File: src/rtl/sonic_circbuf_pkg.sv
// Shared constants, types and helpers for the sonic circular-buffer address engine.
package sonic_circbuf_pkg;

  localparam int ADDR_W_DEF   = 14;
  localparam int CH_DEPTH_DEF = 7936;
  localparam int STEP_W_DEF   = 4;

  typedef logic [ADDR_W_DEF-1:0] ptr_t;
  typedef logic [ADDR_W_DEF:0]   lvl_t;

  function automatic int unsigned ch_base(input int unsigned c,
                                          input int unsigned depth = CH_DEPTH_DEF);
    return c * depth;
  endfunction

endpackage

File: src/rtl/sonic_circbuf_ptr_ch.sv
// One circular-buffer channel: write/read pointers with wrap, occupancy level,
// sticky overflow/underflow flags and a synchronous clear that reloads the last index.
module sonic_circbuf_ptr_ch
  import sonic_circbuf_pkg::*;
#(
  parameter int ADDR_W   = ADDR_W_DEF,
  parameter int CH_DEPTH = CH_DEPTH_DEF,
  parameter int STEP_W   = STEP_W_DEF
) (
  input  logic              clk_in,
  input  logic              reset,
  input  logic              ena,
  input  logic              clear,
  input  logic [ADDR_W-1:0] cfg_last,
  input  logic              wr_adv,
  input  logic [STEP_W-1:0] wr_step,
  input  logic              rd_adv,
  input  logic [STEP_W-1:0] rd_step,
  output logic [ADDR_W-1:0] wr_ptr_nxt,
  output logic [ADDR_W-1:0] rd_ptr_nxt,
  output logic [ADDR_W:0]   level,
  output logic              full,
  output logic              empty,
  output logic              ovf_err,
  output logic              unf_err
);

  localparam logic [ADDR_W-1:0] LAST_MAX = ADDR_W'(CH_DEPTH - 1);
  localparam int                PAD      = ADDR_W + 1 - STEP_W;

  logic [ADDR_W-1:0] wr_ptr_q, wr_ptr_d, rd_ptr_q, rd_ptr_d, last_q, last_d;
  logic [ADDR_W:0]   level_q, level_d, depth_s, wr_step_x, rd_step_x;
  logic              ovf_q, ovf_d, unf_q, unf_d;
  logic              wr_req_s, rd_req_s, wr_ok_s, rd_ok_s;

  // A single conditional subtraction suffices because a step never exceeds the depth.
  function automatic logic [ADDR_W-1:0] wrap_add(input logic [ADDR_W-1:0] ptr,
                                                 input logic [ADDR_W:0]   step,
                                                 input logic [ADDR_W-1:0] last,
                                                 input logic [ADDR_W:0]   depth);
    logic [ADDR_W:0] sum;
    logic [ADDR_W:0] res;
    sum = {1'b0, ptr} + step;
    res = (sum > {1'b0, last}) ? (sum - depth) : sum;
    return res[ADDR_W-1:0];
  endfunction

  // Next-state: acceptance checks both use the pre-edge level; clear overrides any advance.
  always_comb begin
    depth_s   = {1'b0, last_q} + {{ADDR_W{1'b0}}, 1'b1};
    wr_step_x = {{PAD{1'b0}}, wr_step};
    rd_step_x = {{PAD{1'b0}}, rd_step};
    wr_req_s  = ena & wr_adv & (wr_step != {STEP_W{1'b0}});
    rd_req_s  = ena & rd_adv & (rd_step != {STEP_W{1'b0}});
    wr_ok_s   = wr_req_s & ((level_q + wr_step_x) <= depth_s);
    rd_ok_s   = rd_req_s & (level_q >= rd_step_x);
    wr_ptr_d  = wr_ptr_q;
    rd_ptr_d  = rd_ptr_q;
    level_d   = level_q;
    last_d    = last_q;
    ovf_d     = ovf_q;
    unf_d     = unf_q;
    if (clear) begin
      wr_ptr_d = {ADDR_W{1'b0}};
      rd_ptr_d = {ADDR_W{1'b0}};
      level_d  = {(ADDR_W+1){1'b0}};
      ovf_d    = 1'b0;
      unf_d    = 1'b0;
      last_d   = (cfg_last > LAST_MAX) ? LAST_MAX : cfg_last;
    end else begin
      if (wr_ok_s) begin
        wr_ptr_d = wrap_add(wr_ptr_q, wr_step_x, last_q, depth_s);
      end else begin
        ovf_d = ovf_q | wr_req_s;
      end
      if (rd_ok_s) begin
        rd_ptr_d = wrap_add(rd_ptr_q, rd_step_x, last_q, depth_s);
      end else begin
        unf_d = unf_q | rd_req_s;
      end
      level_d = level_q
              + (wr_ok_s ? wr_step_x : {(ADDR_W+1){1'b0}})
              - (rd_ok_s ? rd_step_x : {(ADDR_W+1){1'b0}});
    end
  end

  // Channel state registers.
  always_ff @(posedge clk_in or posedge reset) begin
    if (reset) begin
      wr_ptr_q <= {ADDR_W{1'b0}};
      rd_ptr_q <= {ADDR_W{1'b0}};
      level_q  <= {(ADDR_W+1){1'b0}};
      last_q   <= LAST_MAX;
      ovf_q    <= 1'b0;
      unf_q    <= 1'b0;
    end else begin
      wr_ptr_q <= wr_ptr_d;
      rd_ptr_q <= rd_ptr_d;
      level_q  <= level_d;
      last_q   <= last_d;
      ovf_q    <= ovf_d;
      unf_q    <= unf_d;
    end
  end

  assign wr_ptr_nxt = wr_ptr_d;
  assign rd_ptr_nxt = rd_ptr_d;
  assign level      = level_q;
  assign full       = (level_q == depth_s);
  assign empty      = (level_q == {(ADDR_W+1){1'b0}});
  assign ovf_err    = ovf_q;
  assign unf_err    = unf_q;

endmodule

File: src/rtl/sonic_circbuf_addr_gen.sv
// Multi-channel circular-buffer address engine: one pointer engine per channel,
// each mapped into its own region of the shared buffer RAM with registered addresses.
module sonic_circbuf_addr_gen
  import sonic_circbuf_pkg::*;
#(
  parameter int NUM_CH   = 2,
  parameter int ADDR_W   = ADDR_W_DEF,
  parameter int CH_DEPTH = CH_DEPTH_DEF,
  parameter int STEP_W   = STEP_W_DEF
) (
  input  logic                         clk_in,
  input  logic                         reset,
  input  logic                         ena,
  input  logic [NUM_CH-1:0]            clear,
  input  logic [ADDR_W-1:0]            cfg_last,
  input  logic [NUM_CH-1:0]            wr_adv,
  input  logic [NUM_CH*STEP_W-1:0]     wr_step,
  input  logic [NUM_CH-1:0]            rd_adv,
  input  logic [NUM_CH*STEP_W-1:0]     rd_step,
  output logic [NUM_CH*ADDR_W-1:0]     wr_addr,
  output logic [NUM_CH*ADDR_W-1:0]     rd_addr,
  output logic [NUM_CH*(ADDR_W+1)-1:0] level,
  output logic [NUM_CH-1:0]            full,
  output logic [NUM_CH-1:0]            empty,
  output logic [NUM_CH-1:0]            ovf_err,
  output logic [NUM_CH-1:0]            unf_err
);

  if (NUM_CH * CH_DEPTH > (1 << ADDR_W)) begin : g_cfg_err
    $error("sonic_circbuf_addr_gen: NUM_CH*CH_DEPTH exceeds the buffer address space");
  end

  for (genvar c = 0; c < NUM_CH; c++) begin : g_ch
    localparam logic [ADDR_W-1:0] BASE = ADDR_W'(ch_base(int'(c), CH_DEPTH));

    logic [ADDR_W-1:0] wr_nxt_s, rd_nxt_s;
    logic [ADDR_W-1:0] wr_addr_q, wr_addr_d, rd_addr_q, rd_addr_d;

    sonic_circbuf_ptr_ch #(
      .ADDR_W   (ADDR_W),
      .CH_DEPTH (CH_DEPTH),
      .STEP_W   (STEP_W)
    ) u_ch (
      .clk_in     (clk_in),
      .reset      (reset),
      .ena        (ena),
      .clear      (clear[c]),
      .cfg_last   (cfg_last),
      .wr_adv     (wr_adv[c]),
      .wr_step    (wr_step[c*STEP_W +: STEP_W]),
      .rd_adv     (rd_adv[c]),
      .rd_step    (rd_step[c*STEP_W +: STEP_W]),
      .wr_ptr_nxt (wr_nxt_s),
      .rd_ptr_nxt (rd_nxt_s),
      .level      (level[c*(ADDR_W+1) +: (ADDR_W+1)]),
      .full       (full[c]),
      .empty      (empty[c]),
      .ovf_err    (ovf_err[c]),
      .unf_err    (unf_err[c])
    );

    // Physical address from the next pointer so it lands on the same edge as the pointer.
    always_comb begin
      wr_addr_d = BASE + wr_nxt_s;
      rd_addr_d = BASE + rd_nxt_s;
    end

    // Address output registers.
    always_ff @(posedge clk_in or posedge reset) begin
      if (reset) begin
        wr_addr_q <= BASE;
        rd_addr_q <= BASE;
      end else begin
        wr_addr_q <= wr_addr_d;
        rd_addr_q <= rd_addr_d;
      end
    end

    assign wr_addr[c*ADDR_W +: ADDR_W] = wr_addr_q;
    assign rd_addr[c*ADDR_W +: ADDR_W] = rd_addr_q;
  end

endmodule

File: config.mk
export PLATFORM = sky130hd
export DESIGN_NAME = sonic_circbuf_addr_gen
export DESIGN_NICKNAME = d
export VERILOG_FILES = /design/src/rtl/sonic_circbuf_pkg.sv /design/src/rtl/sonic_circbuf_ptr_ch.sv /design/src/rtl/sonic_circbuf_addr_gen.sv
export SDC_FILE = /design/constraint.sdc
export NUM_CORES = 1
export LEC_CHECK = 0
export BUFFER_PORTS_ARGS = -buffer_cell sky130_fd_sc_hd__clkbuf_2
export CAP_MARGIN = 20
export CORE_MARGIN = 2
export CORE_UTILIZATION = 50
export CTS_CLUSTER_DIAMETER = 80
export CTS_CLUSTER_SIZE = 16
export DETAILED_ROUTE_END_ITERATION = 10
export PLACE_DENSITY = 0.84
export SKIP_LAST_GASP = 1
export SYNTH_ARGS = -nofsm -noshare
export SYNTH_HDL_FRONTEND = slang
export SYNTH_SLANG_ARGS = --single-unit
File: constraint.sdc
create_clock -name clk_in -period 6.7 [get_ports clk_in]
set_input_delay 1.005 -clock clk_in [delete_from_list [all_inputs] [get_ports clk_in]]
set_output_delay 1.005 -clock clk_in [all_outputs]
set_load 0.02 [all_outputs]
==> results of run 1 <==
-- path summary, 6_finish.rpt --
kind | from | endpoint | slack [ns] | cells past startpoint
min | g_ch[0].u_ch.unf_err | g_ch[0].u_ch.unf_err | 0.52 | 2
max reg2reg | g_ch[1].u_ch.level[1] | g_ch[1].u_ch.level[12] | 0.29 | 29
min reg2reg | g_ch[0].u_ch.unf_err | g_ch[0].u_ch.unf_err | 0.52 | 2
max in group asynchronous | reset | g_ch[0].u_ch.wr_ptr_q[13] | 4.78 | 3
max | wr_step[4] | g_ch[1].u_ch.level[12] | 0.17 | 31
min in group asynchronous | reset | g_ch[1].u_ch.wr_ptr_q[8] | 0.69 | 2
-- repair_timing --
item	4_1_cts	5_1_grt
setup endpoints to repair	0	8
resized for setup	0	10
buffers inserted	0	2
endpoints found under the hold margin	0	0
-- cell families after synthesis --
family | Yosys count
xor gates and xnor gates | 196
DFF | 130
adders and majority gates | 264
buffers and inverters | 217
AOI/OAI and AO/OA | 403
muxes | 17
and+or+nand+nor | 570
-- metrics by stage --
stage	cells	util (%)	area [µm²]	TNS, ns
5_1_grt	2319	56.2	16600	-0.270
3_5_place_dp	2285	54.1	16000	-1.00
6_report	2320	56.2	16600	0
2_1_floorplan	1797	-	14900	0
4_1_cts	2317	56.0	16500	0
3_3_place_gp	2285	54.1	16000	0
-- state kept, by name, indices dropped and copies added (netlist names) --
register            count
g_ch.u_ch.level        30
g_ch.u_ch.last_q       28
g_ch.rd_addr_q          6
g_ch.wr_addr_q          6
g_ch.u_ch.wr_ptr_q     28
g_ch.u_ch.ovf_err       2
g_ch.u_ch.unf_err       2
g_ch.u_ch.rd_ptr_q     28
-- layer usage --
metal | vias to the layer above | part of all wire, %
met4 | 2 | 5.0
met1 | 6531 | 42
li1 | 6510 | -
met5 | - | 0.031
met3 | 165 | 6.7
met2 | 615 | 47
-- power by group through the flow --
stage / Sequential [W] / Clock [W] / Combinational (W)
detailed placement: 0.00125 / 0 / 0.00375
global placement: 0.00124 / 0 / 0.00359
global route: 0.00127 / 0.000953 / 0.00433
floorplan: 0.00131 / 0 / 0.00274
CTS: 0.00124 / 0.000919 / 0.00380
finish: 0.00125 / 0.000911 / 0.00393
-- worst register-to-register path, delay by kind of cell, from the launching register on --
family          cells  cell delay [ns]
flops               1             0.51
buf+inv             3             0.44
fa+ha+maj           4             1.77
xor+xnor            2             0.24
compound gates     10             1.80
simple gates       10             1.50
-- synth_stat cells (11+ instances only) --
master,instances,area (µm²)
or3_1,18,113
o21a_1,21,158
nor2_1,193,724
nor2b_1,36,225
xnor2_1,158,1380
mux2i_1,13,130
nand3_1,56,280
dfrtp_1,96,2400
nand2_1,102,383
nand4_1,27,169
o31ai_1,12,90.1
o21ai_0,76,380
a21o_1,32,240
nor4_1,11,68.8
dfstp_2,34,893
nand2b_1,11,68.8
a211oi_1,26,195
a21oi_1,143,716
xor2_1,38,333
nor3_1,46,230
inv_1,149,559
and2_1,13,81.3
ha_1,246,3080
fa_1,18,360
and3_1,22,138
clkbuf_1,31,116
buf_4,26,195
-- layout make-up --
class	count	area, µm²	area share (%)
diodes	1	2.50	0.0151
well taps	390	488	2.94
flip-flops and latches	130	3300	19.9
clock buffers	28	539	3.25
clock inverters	4	22.5	0.136
inverters	150	568	3.43
repair buffers	167	923	5.57
multi-input cells	1450	10700	64.8
==> summary.json, run 1 <==
{
  "run_status": "finished clean",
  "rsz0062_at_grt": "yes",
  "async_flop_share_pct": 100,
  "timing.critical_path.fanout_max": 5,
  "synthXorXnorAreaFrac_pct": 11.5,
  "synthesis.nets": 2100,
  "cts-hold-fix-buffers": 0,
  "clock-root-buffer": "clkbuf_16",
  "grt.busiest_layer": "met2",
  "detailedPlace.worstSlack_ns": -0.217,
  "leading_cell_type_in_the_layout_fill_and_taps_excluded": "ha_1",
  "worst_skew_pair.late_latency_ns": 0.44,
  "first_global_vias": 13400,
  "die_w_um": 177,
  "slew_violations": 0,
  "met3_usage_pct": 4.31,
  "cts.path.max_buffers": 2,
  "synth_cells": 1797,
  "timing.final.setup_violations": 0,
  "grt_start_max_net_pins": 75,
  "crit_path_top_delay_cell": "fa_1",
  "whs_ns": 0.518,
  "critPathCaptureType": "flip-flop",
  "register_clock_pin_slew_on_the_reported_worst_setup_and_hold_paths_ns": 0.06,
  "total_leakage_power_nw": 8.11,
  "most_used_flip_flop_cell_after_synthesis": "dfrtp_1",
  "clock-sinks": 130,
  "portBuffers": 132,
  "floorplan.initialDensity_pct": 50.5,
  "core_area_mm2": 0.0295,
  "drt_first_pass_iters": 5,
  "layout_common_cells": "ha_1, nor2_1, xnor2_1, inv_1, a21oi_1",
  "pwr-share-seq_pct": 20.5,
  "worst_case_headroom_to_the_max_slew_limit_pct": 34.6,
  "globalRoute.totalOverflow": 0,
  "highest_achievable_clock_rate_ghz": 0.153,
  "detail_route.iter0.violations": 1103,
  "ys_seq_area_share_pct": 22.1,
  "post_route_cells_drive_above_1_share_pct": 14.2,
  "routed_wirelength_um": 42500,
  "route.detailed.vias_per_inst": 5.96,
  "use_met1_pct": 34.4,
  "vdd_drop_max_v": 0.000284,
  "portion_of_netlist_area_occupied_by_mux_cells_pct": 1.18,
  "power.switching_w": 0.00289,
  "layout.nets": 2219,
  "dieArea_mm2": 0.0312,
  "floorplan.io_pins": 133,
  "timing.final.crit_share_pct": 97.4,
  "grt_antenna_before_repair": 2,
  "rows": 63,
  "cell_family_contributing_the_most_delay_on_the_critical_path": "adder cells",
  "nFillCells": 2550,
  "gp_routability_congestion": 0.978,
  "synth.ff_latch_count": 130,
  "yosys.cell_types.count": 72,
  "synth_top_family_by_area": "adder cells",
  "complex_gate_fraction_of_the_synthesized_area_pct": 17.2,
  "drc": 0,
  "worst-endpoint-required_ns": 7.00,
  "netSwitchingFraction_pct": 47.5,
  "timing_worst_slew_pin_value_ns": 0.975,
  "cp-start-kind": "input pin",
  "final-hold-violation-count": 0,
  "power_density_mw_per_mm2": 367,
  "yosys.area_share.simple_pct": 18.7,
  "power.total_w": 0.00609,
  "critical_path.max_stage_delay_ns": 0.48,
  "max_cap_violations": 0,
  "h-tree-depth": 4,
  "syn_to_final_growth_pct": 11.3,
  "timing.setup.critical_path_class": "input pin to flip-flop",
  "grt_first_pass_wirelength_um": 68100,
  "ys_warn_count": 0,
  "critical_path_buf_inv_count": 4,
  "detailroute.via_count": 13800,
  "globalRouteMet2Util_pct": 45.6,
  "synth_edf_count": 0,
  "timing.final.crit_period_ns": 6.53,
  "yosys.area_share.adder_pct": 23.1,
  "gr-usage-all-layers_pct": 27.4,
  "finClkSkew_ns": 0.00908,
  "clockPowerShare_pct": 15.0,
  "detail-route-antenna-nets": 0,
  "die_height_um": 177,
  "intPower_w": 0.00320,
  "avgRoutedWirePerCell_um": 18.3,
  "dpl.hpwl_um": 32900,
  "power.combinational.fraction_pct": 64.5,
  "worstHoldPathType": "flip-flop to flip-flop",
  "tritoncts.num_buffers": 17,
  "setup_slack_ns": 0.171,
  "clock_tree_from_tritoncts": "done",
  "cp_data_arrival_time_ns": 6.82,
  "synth.cell_area_mm2": 0.0149,
  "synth.avg_cell_area_um2": 8.29
}
Power figures use the tool's default switching activity.
==> run 2: changes to the inputs <==
--- a/config.mk
+++ b/config.mk
@@ -12,6 +12,7 @@
 export CTS_CLUSTER_DIAMETER = 80
 export CTS_CLUSTER_SIZE = 16
 export DETAILED_ROUTE_END_ITERATION = 10
+export GPL_TIMING_DRIVEN = 0
 export PLACE_DENSITY = 0.84
 export SKIP_LAST_GASP = 1
 export SYNTH_ARGS = -nofsm -noshare
==> run 2 against run 1 <==
First-iteration DRC count up 19%. Final area increased by 2.3%. Via count is 3.3% higher. Flip-flop and latch count did not move. Die area unchanged. Utilization is 1.3 points higher. Hold slack got worse by 0.0055 ns.
==> summary.json, run 2 (synthesized netlist as in run 1, its figures left out) <==
{
  "rows": {"value": 63, "change": "unchanged"},
  "syn_to_final_growth_pct": 13.9,
  "die_height": {"value": 177, "unit": "µm", "change": "unchanged"},
  "dieArea": {"value": 0.0312, "unit": "mm²", "change": "unchanged"},
  "floorplan.io_pins": {"value": 133, "change": "unchanged"},
  "tritoncts.num_buffers": {"value": 17, "change": "unchanged"},
  "run_status": "finished clean",
  "h-tree-depth": {"value": 4, "change": "unchanged"},
  "nFillCells": {"value": 2528, "change": "-0.86%"},
  "cts.path.max_buffers": {"value": 2, "change": "unchanged"},
  "post_route_cells_drive_above_1_share": {"value": 15.7, "unit": "%", "change": "+1.5 points"},
  "avgRoutedWirePerCell": {"value": 19.0, "unit": "µm", "change": "+3.6%"},
  "worst_case_headroom_to_the_max_slew_limit": {"value": 39.3, "unit": "%", "change": "+4.8 points"},
  "power_density": {"value": 372, "unit": "mW/mm²", "change": "+1.2%"},
  "critPathCaptureType": "flip-flop",
  "timing_worst_slew_pin_value": {"value": 0.910, "unit": "ns", "change": "-0.0648 ns"},
  "die_w": {"value": 177, "unit": "µm", "change": "unchanged"},
  "layout_common_cells": "ha_1, nor2_1, xnor2_1, inv_1, a21oi_1",
  "timing.final.setup_violations": {"value": 0, "change": "unchanged"},
  "timing.reg2reg.worst_path_depth": {"value": 27, "change": "-6.9%"},
  "routed_wirelength": {"value": 44800, "unit": "µm", "change": "+5.5%"},
  "timing.rr.end": "g_ch[0].u_ch.level[13]",
  "finalCoreUtilization": {"value": 57.5, "unit": "%", "change": "+1.3 points"},
  "critical_path.most_common_cell": "a21o_1",
  "cp_data_arrival_time": {"value": 6.78, "unit": "ns", "change": "-0.04 ns"},
  "slew_violations": {"value": 0, "change": "unchanged"},
  "detailroute.via_count": {"value": 14300, "change": "+3.3%"},
  "crit_path_top_delay_cell": "fa_1",
  "register_clock_pin_slew_on_the_reported_worst_setup_and_hold_paths": {"value": 0.07, "unit": "ns", "change": "about the same"},
  "worst_skew_pair.late_latency": {"value": 0.46, "unit": "ns", "change": "+0.02 ns"},
  "timing.setup.critical_path_class": "input pin to flip-flop",
  "worst-endpoint-required": {"value": 7.01, "unit": "ns", "change": "about the same"},
  "core_area": {"value": 0.0295, "unit": "mm²", "change": "unchanged"},
  "detail-route-antenna-nets": {"value": 0, "change": "unchanged"},
  "critical_path.max_stage_delay": {"value": 0.49, "unit": "ns", "change": "about the same"},
  "grt_start_max_net_pins": {"value": 92, "change": "+23%"},
  "vdd_drop_max": {"value": 0.000265, "unit": "V", "change": "-6.6%"},
  "min_from": "g_ch[0].u_ch.ovf_err",
  "dpl.hpwl": {"value": 34100, "unit": "µm", "change": "+3.8%"},
  "total_leakage_power": {"value": 8.28, "unit": "nW", "change": "+2.0%"},
  "worstHoldPathType": "flip-flop to flip-flop",
  "drc": {"value": 0, "change": "unchanged"},
  "clock-root-buffer": "clkbuf_16",
  "leading_cell_type_in_the_layout_fill_and_taps_excluded": "ha_1",
  "timing.final.crit_share": {"value": 96.6, "unit": "%", "change": "-0.82 points"},
  "layout.nets": {"value": 2262, "change": "+1.9%"},
  "grt_antenna_before_repair": {"value": 2, "change": "unchanged"},
  "globalRoute.totalOverflow": {"value": 0, "change": "unchanged"},
  "largest_reg_flops": {"value": 30, "change": "unchanged"},
  "hold_end": "g_ch[0].u_ch.ovf_err",
  "timing.final.crit_period": {"value": 6.47, "unit": "ns", "change": "-0.0551 ns"},
  "grt_first_pass_wirelength": {"value": 71000, "unit": "µm", "change": "+4.2%"},
  "cp-start-kind": "input pin",
  "highest_achievable_clock_rate": {"value": 0.154, "unit": "GHz", "change": "+0.85%"},
  "gr-usage-all-layers": {"value": 28.6, "unit": "%", "change": "+1.2 points"},
  "drt_first_pass_iters": {"value": 6, "change": "+1"},
  "finClkSkew": {"value": 0.0137, "unit": "ns", "change": "+0.00465 ns"},
  "final-hold-violation-count": {"value": 0, "change": "unchanged"},
  "gp_routability_congestion": {"value": 0.976, "change": "-0.20%"},
  "whs_path_depth": {"value": 2, "change": "unchanged"},
  "floorplan.initialDensity": {"value": 50.5, "unit": "%", "change": "unchanged"},
  "timing.rr.start": "g_ch[0].u_ch.last_q[0]",
  "detail_route.iter0.violations": {"value": 1310, "change": "+19%"},
  "whs": {"value": 0.513, "unit": "ns", "change": "-0.00553 ns"},
  "route.detailed.vias_per_inst": {"value": 6.04, "change": "+1.4%"},
  "first_global_vias": {"value": 14000, "change": "+4.2%"},
  "clock-sinks": {"value": 130, "change": "unchanged"},
  "max_cap_violations": {"value": 0, "change": "unchanged"},
  "clock_tree_from_tritoncts": "done",
  "timing.critical_path.fanout_max": {"value": 6, "change": "+1"},
  "worst-r2r-setup-slack": {"value": 0.32, "unit": "ns", "change": "+0.03 ns"},
  "portBuffers": {"value": 132, "change": "unchanged"}
}
-- run 2: cell types whose count changed in the layout (fill, tap and decap cells not counted), moves of 5 or more --
cell	delta
clkbuf_1	+23
buf_1	+5
a21oi_1	-8
a21oi_2	+8
buf_2	+5
-- run 2: timing repair --
item / in CTS / in global routing
pin swaps: 2 / 14
endpoints found under the setup margin: 14 / 14
hold buffers: 0 / 0
hold endpoints to repair: 0 / 0
setup buffers: 5 / 7
resized for setup: 15 / 29
-- run 2: metrics by stage --
stage / TNS, ns / area, µm² / setup slack [ns] / std cells / total power (W)
4_1_cts: 0 / 16800 / 0.00730 / 2355 / 0.00609
3_3_place_gp: -8.12 / 16000 / -0.902 / 2319 / 0.00478
2_1_floorplan: 0 / 14900 / 0.0878 / 1797 / 0.00405
3_5_place_dp: -10.92 / 16100 / -1.11 / 2320 / 0.00495
6_report: 0 / 17000 / 0.226 / 2363 / 0.00631
5_1_grt: -0.0730 / 17000 / -0.0710 / 2362 / 0.00677
-- run 2: worst max-delay path by stage --
stage / cells after the start / to / slack (ns) / start
after floorplan: 31 / g_ch[0].u_ch.level[13] / 0.09 / wr_step[0]
after global placement: 33 / g_ch[1].u_ch.level[14] / -0.90 / wr_step[4]
after detailed placement: 33 / g_ch[1].u_ch.level[14] / -1.11 / wr_step[4]
after CTS: 32 / g_ch[1].u_ch.level[13] / 0.007 / wr_step[4]
after global routing: 31 / g_ch[0].u_ch.level[13] / -0.07 / wr_step[0]
final: 31 / g_ch[1].u_ch.level[12] / 0.23 / wr_step[5]
-- run 2: worst max-delay path: cells and delay by family --
| family | cells | cell delay, ns |
|---|---|---|
| xor+xnor | 2 | 0.26 |
| buf+inv | 5 | 0.76 |
| compound gates | 10 | 1.68 |
| simple gates | 10 | 1.43 |
| fa+ha+maj | 4 | 1.61 |
-- run 2: report_power, final --
part / internal [W] / switching, W / total, W
clock network: 0.000617 / 0.000403 / 0.00102
registers: 0.000985 / 0.000256 / 0.00124
logic: 0.00171 / 0.00233 / 0.00405
total: 0.00331 / 0.00299 / 0.00631
-- run 2: final cells by class --
type | instances | area (µm²) | area share, %
diodes | 1 | 2.50 | 0.0148
plain buffers | 65 | 359 | 2.12
clock buffers | 21 | 470 | 2.77
clock inverters | 11 | 148 | 0.871
inverters | 150 | 568 | 3.35
multi-input cells | 1450 | 10800 | 64.0
flip-flops and latches | 130 | 3300 | 19.4
well taps | 390 | 488 | 2.88
repair buffers | 145 | 781 | 4.60
-- run 2: layer usage --
layer,part of all wire [%],GRT usage (%)
met5,0.029,0
met4,5.3,16.4
met3,8.1,5.23
met2,46,46.7
met1,40,35.4
==> run 3: changes to the inputs <==
--- a/config.mk
+++ b/config.mk
@@ -5,15 +5,16 @@
 export SDC_FILE = /design/constraint.sdc
 export NUM_CORES = 1
 export LEC_CHECK = 0
-export BUFFER_PORTS_ARGS = -buffer_cell sky130_fd_sc_hd__clkbuf_2
 export CAP_MARGIN = 20
+export CELL_PAD_IN_SITES_DETAIL_PLACEMENT = 1
+export CELL_PAD_IN_SITES_GLOBAL_PLACEMENT = 1
 export CORE_MARGIN = 2
-export CORE_UTILIZATION = 50
+export CORE_UTILIZATION = 45
 export CTS_CLUSTER_DIAMETER = 80
 export CTS_CLUSTER_SIZE = 16
 export DETAILED_ROUTE_END_ITERATION = 10
-export GPL_TIMING_DRIVEN = 0
-export PLACE_DENSITY = 0.84
+export DONT_BUFFER_PORTS = 1
+export PLACE_DENSITY = 0.9
 export SKIP_LAST_GASP = 1
 export SYNTH_ARGS = -nofsm -noshare
 export SYNTH_HDL_FRONTEND = slang
==> run 3 against run 2 <==
Flip-flop and latch count is the same. Via count shrank 4.5%. First-iteration DRC count shrank 47%. Count of clock-buffer cells in the layout shrank 4. Sequential share of layout area grew 0.91 points. Clock power is essentially flat. Die area grew 11%. Register-to-register slack lost 0.04 ns. Fmax shrank 0.35%. Critical path depth is the same. Wire length grew 13%. Highest routed layer unchanged. Setup slack lost 0.023 ns.
==> summary.json, run 3 (synthesized netlist as in run 1, its figures left out) <==
{
  "floorplan.initialDensity": {"value": 45.8, "unit": "%", "change": "-4.7 points"},
  "power.total": {"value": 0.00634, "unit": "W", "change": "+0.53%"},
  "clock-root-buffer": "clkbuf_16",
  "finClkSkew": {"value": 0.0141, "unit": "ns", "change": "+0.000359 ns"},
  "worst_skew_pair.late_latency": {"value": 0.46, "unit": "ns", "change": "about the same"},
  "place_area": {"value": 0.0154, "unit": "mm²", "change": "-4.0%"},
  "avgRoutedWirePerCell": {"value": 22.4, "unit": "µm", "change": "+18%"},
  "timing.setup.critical_path_class": "input pin to flip-flop",
  "cts.path.max_buffers": {"value": 2, "change": "unchanged"},
  "netSwitchingFraction": {"value": 48.8, "unit": "%", "change": "+1.4 points"},
  "syn_to_final_growth_pct": 8.81,
  "power_density": {"value": 391, "unit": "mW/mm²", "change": "+5.2%"},
  "cell_family_contributing_the_most_delay_on_the_critical_path": "compound AO/OA/AOI/OAI gates",
  "timing.final.crit_period": {"value": 6.50, "unit": "ns", "change": "+0.0230 ns"},
  "leading_cell_type_in_the_layout_fill_and_taps_excluded": "ha_1",
  "clockPowerShare": {"value": 16.5, "unit": "%", "change": "+0.3 points"},
  "detailroute.via_count": {"value": 13600, "change": "-4.5%"},
  "grt_first_pass_wirelength": {"value": 79600, "unit": "µm", "change": "+12%"},
  "detail_route.iter0.violations": {"value": 695, "change": "-47%"},
  "grt_antenna_before_repair": {"value": 4, "change": "+2"},
  "dieArea": {"value": 0.0346, "unit": "mm²", "change": "+11%"},
  "die_w": {"value": 186, "unit": "µm", "change": "+5.3%"},
  "highest_achievable_clock_rate": {"value": 0.154, "unit": "GHz", "change": "-0.35%"},
  "grt.busiest_layer": "met2",
  "power.combinational.fraction": {"value": 61.4, "unit": "%", "change": "-2.7 points"},
  "layout.nets": {"value": 2102, "change": "-7.1%"},
  "grt_start_max_net_pins": {"value": 75, "change": "-18%"},
  "worst-r2r-setup-slack": {"value": 0.28, "unit": "ns", "change": "-0.04 ns"},
  "h-tree-depth": {"value": 4, "change": "unchanged"},
  "routed_wirelength": {"value": 50500, "unit": "µm", "change": "+13%"},
  "tritoncts.num_buffers": {"value": 17, "change": "unchanged"},
  "dpl.hpwl": {"value": 38400, "unit": "µm", "change": "+13%"},
  "pwr-share-seq": {"value": 22.2, "unit": "%", "change": "+2.5 points"},
  "timing.final.setup_violations": {"value": 0, "change": "unchanged"},
  "max_cap_violations": {"value": 0, "change": "unchanged"},
  "seq_area": {"value": 0.00330, "unit": "mm²", "change": "unchanged"},
  "clock_tree_from_tritoncts": "done",
  "total_leakage_power": {"value": 7.64, "unit": "nW", "change": "-7.7%"},
  "largest_reg_flops": {"value": 30, "change": "unchanged"},
  "final-hold-violation-count": {"value": 0, "change": "unchanged"},
  "vdd_drop_max": {"value": 0.000271, "unit": "V", "change": "+2.2%"},
  "layout_common_cells": "ha_1, nor2_1, xnor2_1, inv_1, a21oi_1",
  "power.switching": {"value": 0.00310, "unit": "W", "change": "+3.5%"},
  "drt_first_pass_iters": {"value": 5, "change": "-1"},
  "route.detailed.vias_per_inst": {"value": 6.04, "change": "about the same"},
  "critical_path.max_stage_delay": {"value": 0.46, "unit": "ns", "change": "-0.03 ns"},
  "met3_usage": {"value": 6.22, "unit": "%", "change": "+0.99 points"},
  "floorplan.io_pins": {"value": 133, "change": "unchanged"},
  "rows": {"value": 66, "change": "+4.8%"},
  "globalRouteMet2Util": {"value": 55.0, "unit": "%", "change": "+8.2 points"},
  "clock-sinks": {"value": 130, "change": "unchanged"},
  "timing_worst_slew_pin_value": {"value": 0.969, "unit": "ns", "change": "+0.0591 ns"},
  "finish.instance_area": {"value": 0.0162, "unit": "mm²", "change": "-4.5%"},
  "use_met1": {"value": 31.7, "unit": "%", "change": "-3.7 points"},
  "detail-route-antenna-nets": {"value": 0, "change": "unchanged"},
  "run_status": "finished clean",
  "slew_violations": {"value": 0, "change": "unchanged"},
  "cp_data_arrival_time": {"value": 6.84, "unit": "ns", "change": "+0.06 ns"},
  "portBuffers": {"value": 0, "change": "-100%"},
  "crit_path_top_delay_cell": "fa_1",
  "worst_case_headroom_to_the_max_slew_limit": {"value": 35.4, "unit": "%", "change": "-3.9 points"},
  "die_height": {"value": 186, "unit": "µm", "change": "+5.3%"},
  "worst-endpoint-required": {"value": 7.04, "unit": "ns", "change": "+0.03 ns"},
  "multiInputGateArea": {"value": 0.0108, "unit": "mm²", "change": "-0.58%"},
  "timing.critical_path.fanout_max": {"value": 4, "change": "-2"},
  "critPathCaptureType": "flip-flop",
  "drc": {"value": 0, "change": "unchanged"},
  "core_area": {"value": 0.0325, "unit": "mm²", "change": "+10%"},
  "timing.final.crit_share": {"value": 97.0, "unit": "%", "change": "+0.34 points"},
  "post_route_cells_drive_above_1_share": {"value": 9.49, "unit": "%", "change": "-6.2 points"},
  "cp-start-kind": "input pin",
  "globalRoute.totalOverflow": {"value": 0, "change": "unchanged"},
  "worstHoldPathType": "input pin to async pin",
  "gp_routability_congestion": {"value": 0.933, "change": "-4.4%"},
  "intPower": {"value": 0.00324, "unit": "W", "change": "-2.1%"},
  "finalCoreUtilization": {"value": 49.8, "unit": "%", "change": "-7.7 points"},
  "gr-usage-all-layers": {"value": 29.8, "unit": "%", "change": "+1.2 points"},
  "setup_tns": {"value": 0, "unit": "ns", "change": "unchanged"},
  "register_clock_pin_slew_on_the_reported_worst_setup_and_hold_paths": {"value": 0.07, "unit": "ns", "change": "about the same"},
  "first_global_vias": {"value": 14700, "change": "+5.3%"},
  "nFillCells": {"value": 3936, "change": "+56%"},
  "critical_path_buf_inv_count": {"value": 2, "change": "-3"}
}
run 3: cell types whose count changed in the layout (fill, tap and decap cells not counted), sizes merged:
cell,change
clkbuf,-164
diode,+1
clkinvlp,+1
inv,+1
clkinv,+2
run 3: cell type report:
cell class / instances / share of cell area, %
multi-input combinational: 1450 / 66.6
clock inverter: 15 / 1.20
tap: 442 / 3.41
sequential: 130 / 20.3
timing repair buffer: 50 / 2.32
antenna: 2 / 0.0309
clock buffer: 17 / 2.63
inverter: 150 / 3.51
run 3: metal layers:
layer	vias up	wire length (µm)
li1	6283	-
met1	6752	19100
met2	420	25900
met3	172	2810
met4	4	2620
met5	-	27
run 3: stage by stage:
step	setup slack (ns)	cells	hold slack, ns
after global placement	-0.00632	2216	0.507
after detailed placement	-0.355	2216	0.519
after global routing	-0.0883	2256	0.537
final	0.203	2256	0.498
after CTS	0.0264	2248	0.511
after floorplan	0.0878	1797	0.464
run 3: timing repair:
action,in CTS,in global routing
setup endpoints to repair,3,10
setup buffers,0,6
pin swaps,1,10
hold buffers,0,0
resized for setup,5,17
run 3: path summary, 6_finish.rpt:
kind	from	to	cells past startpoint
hold reg to reg	g_ch[0].u_ch.last_q[5]	g_ch[0].u_ch.last_q[5]	2
setup / recovery	wr_step[0]	g_ch[0].u_ch.level[13]	31
setup reg to reg	g_ch[1].u_ch.level[1]	g_ch[1].u_ch.level[12]	29
min in group clk_in	g_ch[0].u_ch.last_q[5]	g_ch[0].u_ch.last_q[5]	2
max in group asynchronous	reset	g_ch[1].rd_addr_q[13]	2
hold / removal	reset	g_ch[0].u_ch.rd_ptr_q[10]	1
run 3: power by group through the flow:
stage / Sequential [W] / Combinational [W] / Clock (W)
floorplan: 0.00131 / 0.00274 / 0
global placement: 0.00141 / 0.00337 / 0
detailed placement: 0.00142 / 0.00360 / 0
CTS: 0.00141 / 0.00373 / 0.00106
global route: 0.00143 / 0.00428 / 0.00109
finish: 0.00141 / 0.00389 / 0.00104
run 3: worst register-to-register path, delay by kind of cell, from the launching register on:
kind                     cells  cell delay [ns]
AO/OA/AOI/OAI               10             1.75
adder cells (fa/ha/maj)      4             1.72
AND/OR/NAND/NOR             10             1.71
flip-flops                   1             0.47
buffers and inverters        3             0.41
XOR/XNOR                     2             0.27
